===== config.mk =====
export PLATFORM = sky130hd
export DESIGN_NAME = score_digit_driver
export DESIGN_NICKNAME = d
export VERILOG_FILES = /design/src/rtl/score_digit_driver.sv
export SDC_FILE = /design/constraint.sdc
export NUM_CORES = 1
export LEC_CHECK = 0
export CORE_ASPECT_RATIO = 0.6
export CORE_MARGIN = 4
export CORE_UTILIZATION = 40
export CTS_CLUSTER_DIAMETER = 200
export DETAILED_ROUTE_END_ITERATION = 12
export PLACE_DENSITY = 0.63
export SKIP_LAST_GASP = 1
export SLEW_MARGIN = 20
export SYNTH_ARGS = -nofsm -noshare
export SYNTH_HDL_FRONTEND = slang
export SYNTH_SLANG_ARGS = --single-unit

===== constraint.sdc =====
create_clock -name pixel_clk_in -period 7.6 [get_ports pixel_clk_in]
set_clock_uncertainty 0.1 [all_clocks]
set_input_delay 1.52 -clock pixel_clk_in [delete_from_list [all_inputs] [get_ports pixel_clk_in]]
set_output_delay 1.52 -clock pixel_clk_in [all_outputs]
set_load 0.05 [all_outputs]

===== src/rtl/score_digit_driver.sv =====
// Score-to-sprite driver: binary score -> BCD via serial double-dabble, frame-synchronous
// display latch, per-pixel slot selection and leading-zero enable for the digit renderer.
module score_digit_driver #(
    parameter int NUM_DIGITS    = 4,
    parameter int WIDTH         = 24,
    parameter int HEIGHT        = 24,
    parameter int GAP           = 8,
    parameter int BLANK_LEADING = 1
) (
    input  logic        pixel_clk_in,
    input  logic        rst_in,
    input  logic [13:0] score_in,
    input  logic        score_valid_in,
    input  logic [10:0] origin_x_in,
    input  logic [9:0]  origin_y_in,
    input  logic [10:0] hcount_in,
    input  logic [9:0]  vcount_in,
    output logic [3:0]  number_out,
    output logic [10:0] x_out,
    output logic [9:0]  y_out,
    output logic [10:0] hcount_out,
    output logic [9:0]  vcount_out,
    output logic        digit_en_out,
    output logic        busy_out,
    output logic        overflow_out
);

    if (NUM_DIGITS < 1 || NUM_DIGITS > 4 || GAP < 6 || HEIGHT < 1) begin : g_param_check
        $error("score_digit_driver: unsupported parameter set");
    end

    localparam int PITCH = WIDTH + GAP;
    localparam int MAXV  = (NUM_DIGITS >= 4) ? 9999 :
                           (NUM_DIGITS == 3) ? 999  :
                           (NUM_DIGITS == 2) ? 99   : 9;
    localparam logic [13:0] MAX_SCORE = 14'(MAXV);

    typedef enum logic [1:0] {S_IDLE, S_SHIFT, S_DONE} state_t;

    state_t      r_state, w_state_nxt;
    logic [13:0] r_bin;
    logic [15:0] r_bcd;
    logic [3:0]  r_cnt;
    logic        r_conv_ovf;
    logic        r_pend_vld;
    logic [13:0] r_pend;
    logic [15:0] r_shadow;
    logic        r_shadow_ovf;
    logic [15:0] r_disp;
    logic        r_disp_ovf;

    logic        w_start, w_use_pend, w_done, w_sat, w_frame;
    logic [13:0] w_src;
    logic [15:0] w_adj;

    always_ff @(posedge pixel_clk_in) begin
        if (rst_in) r_state <= S_IDLE;
        else        r_state <= w_state_nxt;
    end

    always_comb begin
        w_state_nxt = r_state;
        w_start     = 1'b0;
        w_use_pend  = 1'b0;
        w_done      = 1'b0;
        case (r_state)
            S_IDLE: begin
                if (r_pend_vld) begin
                    w_start     = 1'b1;
                    w_use_pend  = 1'b1;
                    w_state_nxt = S_SHIFT;
                end else if (score_valid_in) begin
                    w_start     = 1'b1;
                    w_state_nxt = S_SHIFT;
                end
            end
            S_SHIFT: if (r_cnt == 4'd13) w_state_nxt = S_DONE;
            S_DONE: begin
                w_done      = 1'b1;
                w_state_nxt = S_IDLE;
            end
            default: w_state_nxt = S_IDLE;
        endcase
    end

    assign w_src = w_use_pend ? r_pend : score_in;
    assign w_sat = (w_src > MAX_SCORE);

    // A strobe that cannot start immediately (busy, or pending already queued ahead) is parked.
    always_ff @(posedge pixel_clk_in) begin
        if (rst_in) begin
            r_pend_vld <= 1'b0;
            r_pend     <= '0;
        end else if (score_valid_in && (r_state != S_IDLE || r_pend_vld)) begin
            r_pend_vld <= 1'b1;
            r_pend     <= score_in;
        end else if (w_use_pend) begin
            r_pend_vld <= 1'b0;
        end
    end

    always_comb begin
        w_adj = r_bcd;
        for (int unsigned i = 0; i < 4; i++) begin
            if (r_bcd[4*i +: 4] >= 4'd5) w_adj[4*i +: 4] = r_bcd[4*i +: 4] + 4'd3;
        end
    end

    always_ff @(posedge pixel_clk_in) begin
        if (rst_in) begin
            r_bin      <= '0;
            r_bcd      <= '0;
            r_cnt      <= '0;
            r_conv_ovf <= 1'b0;
        end else if (w_start) begin
            r_bin      <= w_sat ? MAX_SCORE : w_src;
            r_bcd      <= '0;
            r_cnt      <= '0;
            r_conv_ovf <= w_sat;
        end else if (r_state == S_SHIFT) begin
            r_bcd <= (w_adj << 1) | 16'(r_bin[13]);
            r_bin <= r_bin << 1;
            r_cnt <= r_cnt + 4'd1;
        end
    end

    always_ff @(posedge pixel_clk_in) begin
        if (rst_in) begin
            r_shadow     <= '0;
            r_shadow_ovf <= 1'b0;
        end else if (w_done) begin
            r_shadow     <= r_bcd;
            r_shadow_ovf <= r_conv_ovf;
        end
    end

    assign w_frame = (hcount_in == '0) && (vcount_in == '0);

    // Write-through: a conversion finishing on the frame-start cycle is shown this frame.
    always_ff @(posedge pixel_clk_in) begin
        if (rst_in) begin
            r_disp     <= '0;
            r_disp_ovf <= 1'b0;
        end else if (w_frame) begin
            r_disp     <= w_done ? r_bcd : r_shadow;
            r_disp_ovf <= w_done ? r_conv_ovf : r_shadow_ovf;
        end
    end

    logic [1:0]  w_slot;
    logic [10:0] w_slot_x;
    logic [11:0] w_bound;
    logic [3:0]  w_digit;
    logic        w_en, w_zero_run;

    always_comb begin
        w_slot   = '0;
        w_slot_x = origin_x_in;
        w_bound  = '0;
        for (int unsigned k = 1; k < NUM_DIGITS; k++) begin
            w_bound = {1'b0, origin_x_in} + 12'(k * PITCH);
            if ({1'b0, hcount_in} >= w_bound) begin
                w_slot   = 2'(k);
                w_slot_x = w_bound[10:0];
            end
        end
    end

    // Slot 0 holds the most-significant nibble of the display register.
    always_comb begin
        w_digit    = '0;
        w_en       = 1'b1;
        w_zero_run = 1'b1;
        for (int unsigned k = 0; k < NUM_DIGITS; k++) begin
            w_zero_run = w_zero_run && (r_disp[4*(NUM_DIGITS-1-k) +: 4] == 4'd0);
            if (w_slot == 2'(k)) begin
                w_digit = r_disp[4*(NUM_DIGITS-1-k) +: 4];
                w_en    = !((BLANK_LEADING != 0) && w_zero_run && (k != NUM_DIGITS - 1));
            end
        end
    end

    logic [3:0]  r_number;
    logic [10:0] r_x, r_hc;
    logic [9:0]  r_y, r_vc;
    logic [4:0]  r_en_pipe;

    always_ff @(posedge pixel_clk_in) begin
        if (rst_in) begin
            r_number  <= '0;
            r_x       <= '0;
            r_y       <= '0;
            r_hc      <= '0;
            r_vc      <= '0;
            r_en_pipe <= '0;
        end else begin
            r_number  <= w_digit;
            r_x       <= w_slot_x;
            r_y       <= origin_y_in;
            r_hc      <= hcount_in;
            r_vc      <= vcount_in;
            r_en_pipe <= {r_en_pipe[3:0], w_en};
        end
    end

    assign number_out   = r_number;
    assign x_out        = r_x;
    assign y_out        = r_y;
    assign hcount_out   = r_hc;
    assign vcount_out   = r_vc;
    assign digit_en_out = r_en_pipe[4];
    assign busy_out     = (r_state != S_IDLE);
    assign overflow_out = r_disp_ovf;

endmodule


==> load_flow_metrics.sql, run 1 <==
INSERT INTO impl_metrics (metric_group, metric, value, unit) VALUES
('synth', 'synth_edf_count', '0', ''),
('cts', 'maximum_level_of_the_cts_h_tree', '4', ''),
('synth', 'postSynth.asyncResetShare', '0', ''),
('worst_setup_path', 'timing.critical_path.to', 'x_out[8]', ''),
('cts', 'ctsHoldBuffers', '0', ''),
('run_status', 'outcome', 'finished clean', ''),
('die', 'initial_core_util', '0.417', ''),
('die', 'io_pins', '108', ''),
('routing', 'drcViolationCount', '0', ''),
('synth', 'synth-seq-cells', '137', ''),
('routing', 'vias', '5224', ''),
('worst_setup_path', 'critical_path_arrival', '5.08', 'ns'),
('synth', 'netlist.top_cell.by_area', 'sky130_fd_sc_hd__dfxtp_1', ''),
('grt', 'first_global_vias', '4730', ''),
('power_and_ir_drop', 'peakVddDrop', '0.126', 'mV'),
('grt', 'overflow', '0', ''),
('cts', 'cts_root_buf', 'sky130_fd_sc_hd__clkbuf_16', ''),
('worst_setup_path', 'cp.required', '7.80', 'ns'),
('timing', 'timing.final.crit_period', '4.88', 'ns'),
('timing', 'slew-limit-headroom', '0.263', ''),
('worst_setup_path', 'criticalPathCategory', 'in -> reg', ''),
('layout', 'seq_area', '2740', 'um^2'),
('grt', 'antenna_found_initial', '0', ''),
('min_path', 'hold_path_class', 'reg -> reg', ''),
('worst_setup_path', 'crit_path_end_kind', 'flip-flop', ''),
('worst_setup_path', 'cp_common_cell', 'sky130_fd_sc_hd__ha_1', ''),
('worst_setup_path', 'timing.rr.end', 'r_bin[4]', ''),
('worst_setup_path', 'critical_path_peak_fanout', '9', ''),
('synth', 'synth_sequential_area_ratio', '0.444', ''),
('place', 'io_buffers', '107', ''),
('die', 'placeableCoreArea', '14800', 'um^2'),
('power_and_ir_drop', 'total_power', '1.91', 'mW'),
('die', 'die_area', '17600', 'um^2'),
('synth', 'synthDistinctLibCells', '48', ''),
('routing', 'drt_pass1_iterations', '5', ''),
('timing', 'min_period_over_period', '0.642', ''),
('worst_setup_path', 'crit_path_start_kind', 'input port', ''),
('cts', 'tritoncts', 'built', ''),
('timing', 'fin_setup_tns', '0', 'ns'),
('place', 'post-dp-hpwl', '11400', 'um'),
('routing', 'vias_per_cell', '5.17', ''),
('cts', 'clock-sinks', '137', ''),
('layout', 'drive_gt1_frac', '0.0713', ''),
('synth', 'yosys_warnings', '0', ''),
('worst_setup_path', 'rr_startpoint', 'r_state[1]', ''),
('cts', 'cts_buffers', '17', ''),
('timing', 'hold_viol_final', '0', ''),
('layout', 'finalInstanceArea', '7990', 'um^2'),
('synth', 'synth_top_area_frac', '0.444', ''),
('synth', 'post_synth.cell_area_avg', '8.72', 'um^2'),
('power_and_ir_drop', 'leakage', '3.14', 'nW'),
('worst_setup_path', 'critPathSlowestCell', 'sky130_fd_sc_hd__clkdlybuf4s50_1', ''),
('worst_setup_path', 'worstSetupStartpoint', 'origin_x_in[7]', ''),
('layout', 'multi_input_area', '3180', 'um^2'),
('synth', 'mapped_nets', '803', ''),
('grt', 'grt_first_pass_wirelength', '25300', 'um'),
('cts', 'ctsResizeCount', '0', ''),
('synth', 'post_synth_main_area_contributors', 'sky130_fd_sc_hd__dfxtp_1, sky130_fd_sc_hd__ha_1, sky130_fd_sc_hd__nor2_1', ''),
('routing', 'drtIter0Drc', '423', ''),
('die', 'row_count', '34', ''),
('synth', 'postSynthCellCount', '708', ''),
('routing', 'drt-wirelength-per-cell', '15.5', 'um'),
('timing', 'timing_worst_slew_pin_value', '1.10', 'ns'),
('layout', 'fillers', '1343', ''),
('cts', 'path_clk_slew', '0.06', 'ns'),
('layout', 'antenna_diode_count', '0', ''),
('grt', 'grt_usage', '0.176', ''),
('layout', 'final_net_count', '895', ''),
('layout', 'fin_util', '0.539', ''),
('grt', 'grt_start_max_net_pins', '70', ''),
('timing', 'setup-violations-final', '0', '');
==> kinds of logic (layout without fill, tap and decap cells) <==
kind of cell	Yosys count	in the layout	share of synthesized area
AO/OA/AOI/OAI	144	144	0.151
XOR/XNOR	22	22	0.0312
adder cells (fa/ha/maj)	36	36	0.0729
buffers and inverters	65	170	0.0419
flip-flops	137	137	0.444
multiplexers	34	34	0.0571
AND/OR/NAND/NOR	270	270	0.201
==> cell usage in the layout, fill, tap and decap left out, types with 7 or more instances in the layout <==
cell / count
sky130_fd_sc_hd__ha_1: 36
sky130_fd_sc_hd__nand2b_1: 7
sky130_fd_sc_hd__nor3_1: 7
sky130_fd_sc_hd__a221oi_1: 9
sky130_fd_sc_hd__xnor2_1: 10
sky130_fd_sc_hd__a211oi_1: 18
sky130_fd_sc_hd__clkbuf_16: 17
sky130_fd_sc_hd__nand2_1: 88
sky130_fd_sc_hd__a21oi_1: 60
sky130_fd_sc_hd__nor2_1: 91
sky130_fd_sc_hd__xor2_1: 12
sky130_fd_sc_hd__o21ai_0: 18
sky130_fd_sc_hd__mux2i_1: 27
sky130_fd_sc_hd__nand3_1: 11
sky130_fd_sc_hd__clkdlybuf4s50_1: 106
sky130_fd_sc_hd__inv_1: 22
sky130_fd_sc_hd__buf_4: 9
sky130_fd_sc_hd__dfxtp_1: 137
sky130_fd_sc_hd__nor2b_1: 38
==> flip-flops by register name, indices dropped and copies added (netlist names) <==
name          flops
r_bin            14
vcount_out       10
overflow_out      1
x_out            11
y_out            10
r_shadow         16
r_disp           16
r_pend_vld        1
r_pend           14
r_conv_ovf        1
r_en_pipe         5
number_out        4
hcount_out       11
r_state           2
r_shadow_ovf      1
r_bcd            16
r_cnt             4
==> layer usage <==
layer / part of all wire / track usage / vias up
li1: - / - / 2622
met1: 0.53 / 0.272 / 2452
met2: 0.41 / 0.241 / 142
met3: 0.063 / 0.0539 / 8
met4: 0.0061 / 0.0330 / 0
met5: 0 / 0 / -
==> area by class of cell <==
| type | instances | area share |
|---|---|---|
| clock inverters | 15 | 0.0213 |
| well taps | 198 | 0.0310 |
| inverters | 23 | 0.0108 |
| multi-input cells | 506 | 0.399 |
| clock buffers | 17 | 0.0533 |
| repair buffers | 115 | 0.141 |
| flip-flops and latches | 137 | 0.343 |
==> synth_stat cells (2+ instances only) <==
cell,count
sky130_fd_sc_hd__a211o_1,5
sky130_fd_sc_hd__a211oi_1,18
sky130_fd_sc_hd__a21boi_0,2
sky130_fd_sc_hd__a21o_1,6
sky130_fd_sc_hd__a21oi_1,60
sky130_fd_sc_hd__a221o_1,2
sky130_fd_sc_hd__a221oi_1,9
sky130_fd_sc_hd__a22oi_1,6
sky130_fd_sc_hd__a311oi_1,3
sky130_fd_sc_hd__and3_1,6
sky130_fd_sc_hd__buf_1,2
sky130_fd_sc_hd__buf_2,6
sky130_fd_sc_hd__clkbuf_1,33
sky130_fd_sc_hd__dfxtp_1,137
sky130_fd_sc_hd__ha_1,36
sky130_fd_sc_hd__inv_1,22
sky130_fd_sc_hd__mux2_2,6
sky130_fd_sc_hd__mux2i_1,27
sky130_fd_sc_hd__nand2_1,88
sky130_fd_sc_hd__nand2b_1,8
sky130_fd_sc_hd__nand3_1,11
sky130_fd_sc_hd__nand4_1,6
sky130_fd_sc_hd__nor2_1,91
sky130_fd_sc_hd__nor2b_1,38
sky130_fd_sc_hd__nor3_1,7
sky130_fd_sc_hd__nor4_1,6
sky130_fd_sc_hd__o21a_1,3
sky130_fd_sc_hd__o21ai_0,19
sky130_fd_sc_hd__o221ai_1,2
sky130_fd_sc_hd__or4_1,5
sky130_fd_sc_hd__xnor2_1,10
sky130_fd_sc_hd__xor2_1,12
==> worst max-delay path, delay by kind of cell <==
family	cells	cell delay (ns)
AOI/OAI and AO/OA	5	1.33
xor gates and xnor gates	1	0.19
adders and majority gates	2	0.67
buffers and inverters	1	0.69
muxes	1	0.32
and+or+nand+nor	2	0.35
==> worst min path at each step <==
stage | slack [ns] | to | from
after floorplan | 0.31 | r_en_pipe[1] | r_en_pipe[0]
after global placement | 0.32 | r_en_pipe[2] | r_en_pipe[1]
after detailed placement | 0.32 | r_en_pipe[2] | r_en_pipe[1]
after CTS | 0.34 | r_en_pipe[2] | r_en_pipe[1]
after global routing | 0.36 | r_en_pipe[2] | r_en_pipe[1]
final | 0.34 | r_en_pipe[2] | r_en_pipe[1]
==> stage by stage <==
stage / hold WS, ns / cells / setup slack (ns)
2_1_floorplan: 0.314 / 708 / 3.34
3_3_place_gp: 0.324 / 979 / 2.39
3_5_place_dp: 0.324 / 979 / 2.33
4_1_cts: 0.339 / 1011 / 2.77
5_1_grt: 0.360 / 1011 / 2.54
6_report: 0.338 / 1011 / 2.72
==> report_power, final <==
part / leakage (nW) / switching, mW / internal [mW]
registers: 1.12 / 0.0137 / 0.751
logic: 1.73 / 0.195 / 0.125
clock network: 0.288 / 0.357 / 0.470
total: 3.14 / 0.566 / 1.35
Power figures use the tool's default switching activity.
==> run 2: changes to the inputs <==
Clock period 7.6 ns to 5.1 ns, I/O delays scaled along.
==> load_flow_metrics.sql, run 2 (synthesis results as in run 1) <==
INSERT INTO impl_metrics (metric_group, metric, value, unit) VALUES
('layout', 'fillers', '1359', ''),
('timing', 'timing_worst_slew_pin_value', '0.875', 'ns'),
('place', 'gp_congestion', '0.876', ''),
('layout', 'mostFrequentLayoutCell', 'sky130_fd_sc_hd__dfxtp_1', ''),
('place', 'post-dp-hpwl', '11700', 'um'),
('grt', 'grtUsageMet3', '0.0608', ''),
('worst_setup_path', 'crit_path_cell_trace', 'clkdlybuf4s50_1 -> ha_1 -> nand4_1 -> xor2_1 -> ha_1 -> and3_1 -> a221o_1 -> a21oi_1 -> a21o_1 -> o21ai_2 -> a22oi_1 -> mux2_4', ''),
('grt', 'top_usage_layer', 'met1', ''),
('grt', 'overflow', '0', ''),
('worst_setup_path', 'slowest_delay', '0.66', 'ns'),
('grt', 'first_global_vias', '4996', ''),
('worst_setup_path', 'crit_path_start_kind', 'input port', ''),
('cts', 'ctsHoldBuffers', '0', ''),
('layout', 'final_net_count', '899', ''),
('die', 'io_pins', '108', ''),
('layout', 'drive_gt1_frac', '0.0759', ''),
('power_and_ir_drop', 'peakVddDrop', '0.162', 'mV'),
('grt', 'grt_use_met1', '0.261', ''),
('cts', 'cts_buffers', '17', ''),
('layout', 'area_growth', '29.2', '%'),
('routing', 'vias', '5255', ''),
('worst_setup_path', 'crit_path_end_kind', 'flip-flop', ''),
('grt', 'groute.layer.met2.usage', '0.258', ''),
('grt', 'grt_first_pass_wirelength', '25700', 'um'),
('routing', 'drtIter0Drc', '406', ''),
('worst_setup_path', 'cp_common_cell', 'sky130_fd_sc_hd__ha_1', ''),
('grt', 'antenna_found_initial', '0', ''),
('die', 'die_area', '17600', 'um^2'),
('timing', 'finalWorstSetupSlack', '0.706', 'ns'),
('timing', 'setup_repair_after_global_routing_missed_its_margin', 'false', ''),
('place', 'dp_slack', '0.333', 'ns'),
('timing', 'min_period_over_period', '0.862', ''),
('layout', 'layout_top_registers', 'r_bcd: 16 flops, r_disp: 16 flops, r_shadow: 16 flops', ''),
('layout', 'antenna_diode_count', '0', ''),
('routing', 'detail-route-antenna-nets', '0', ''),
('die', 'row_count', '34', ''),
('routing', 'route.final.wire_length', '16100', 'um'),
('cts', 'maximum_level_of_the_cts_h_tree', '4', ''),
('timing', 'setup-violations-final', '0', ''),
('timing', 'fin_setup_tns', '0', 'ns'),
('routing', 'drcViolationCount', '0', ''),
('cts', 'tritoncts', 'built', ''),
('cts', 'clockBufferDepth', '2', ''),
('die', 'placeableCoreArea', '14800', 'um^2'),
('min_path', 'hold_path_class', 'reg -> reg', ''),
('layout', 'mostFrequentLayoutCells', 'sky130_fd_sc_hd__dfxtp_1, sky130_fd_sc_hd__clkdlybuf4s50_1, sky130_fd_sc_hd__nor2_1, sky130_fd_sc_hd__nand2_1, sky130_fd_sc_hd__a21oi_1', ''),
('timing', 'finalMaxSlewViolations', '0', ''),
('die', 'initial_core_util', '0.417', ''),
('layout', 'multi_input_area', '3180', 'um^2'),
('cts', 'cts_root_buf', 'sky130_fd_sc_hd__clkbuf_16', ''),
('worst_setup_path', 'criticalPathCategory', 'in -> reg', ''),
('timing', 'fmax', '228', 'MHz'),
('timing', 'slew-limit-headroom', '0.416', ''),
('power_and_ir_drop', 'leakage', '3.14', 'nW'),
('power_and_ir_drop', 'pwr_density_cell', '349', 'nW/um^2'),
('cts', 'ctsResizeCount', '0', ''),
('grt', 'grt_usage', '0.181', ''),
('worst_setup_path', 'critical_path_arrival', '4.60', 'ns'),
('run', 'cap_violations', '0', ''),
('die', 'die_w', '168', 'um'),
('layout', 'seq_area', '2740', 'um^2'),
('run_status', 'outcome', 'finished clean', ''),
('cts', 'post-cts-setup-buffer-count', '0', ''),
('worst_setup_path', 'critPathSlowestCell', 'sky130_fd_sc_hd__clkdlybuf4s50_1', ''),
('cts', 'path_clk_slew', '0.06', 'ns'),
('place', 'io_buffers', '107', ''),
('cts', 'clock-sinks', '137', ''),
('worst_setup_path', 'critical_path_peak_fanout', '9', ''),
('routing', 'vias_per_cell', '5.18', ''),
('timing', 'timing.final.crit_period', '4.39', 'ns'),
('timing', 'hold_viol_final', '0', ''),
('die', 'die_h', '104', 'um'),
('cts', 'source_to_sink_clock_delay_at_the_later_pin_of_the_worst_skew_pair', '0.43', 'ns'),
('grt', 'grt_start_max_net_pins', '88', ''),
('worst_setup_path', 'cp.required', '5.31', 'ns'),
('routing', 'drt-wirelength-per-cell', '15.9', 'um'),
('routing', 'drt_pass1_iterations', '5', '');
-- run 2: final cells by class --
cell class                 count  share of cell area
clock inverter                15              0.0165
sequential                   137               0.344
multi-input combinational    506               0.399
clock buffer                  17              0.0533
inverter                      23              0.0108
tap                          198              0.0311
timing repair buffer         119               0.145
-- run 2: path summary, 6_finish.rpt --
kind / start / endpoint / slack [ns] / cells past startpoint
min reg2reg: r_en_pipe[2] / r_en_pipe[3] / 0.34 / 1
min: r_en_pipe[2] / r_en_pipe[3] / 0.34 / 1
max: origin_x_in[6] / x_out[8] / 0.71 / 12
max reg2reg: r_state[0] / r_bin[6] / 2.42 / 9
-- run 2: worst max-delay path, delay by kind of cell --
family,cells,cell delay [ns]
adders and majority gates,2,0.65
and+or+nand+nor,2,0.38
muxes,1,0.33
buffers and inverters,1,0.66
AOI/OAI and AO/OA,5,1.37
xor gates and xnor gates,1,0.20
-- run 2: through the flow --
step	area, um^2	utilization	cells	power [mW]	hold slack, ns
floorplan	6170	-	708	1.47	0.314
global route	7980	0.539	1015	2.90	0.356
CTS	7970	0.539	1015	2.81	0.339
detailed placement	7420	0.501	983	1.64	0.324
finish	7980	0.539	1015	2.78	0.338
global placement	7420	0.501	983	1.64	0.322
-- run 2: power by group --
group	switching (mW)	leakage [nW]	internal, mW	total [mW]
clock network	0.520	0.274	0.640	1.16
registers	0.0210	1.12	1.12	1.14
logic	0.294	1.75	0.190	0.484
-- run 2: metal layers --
layer,up-vias,share of wire
met5,-,0
met4,0,0.011
met3,17,0.079
met2,170,0.40
met1,2440,0.51
li1,2628,-
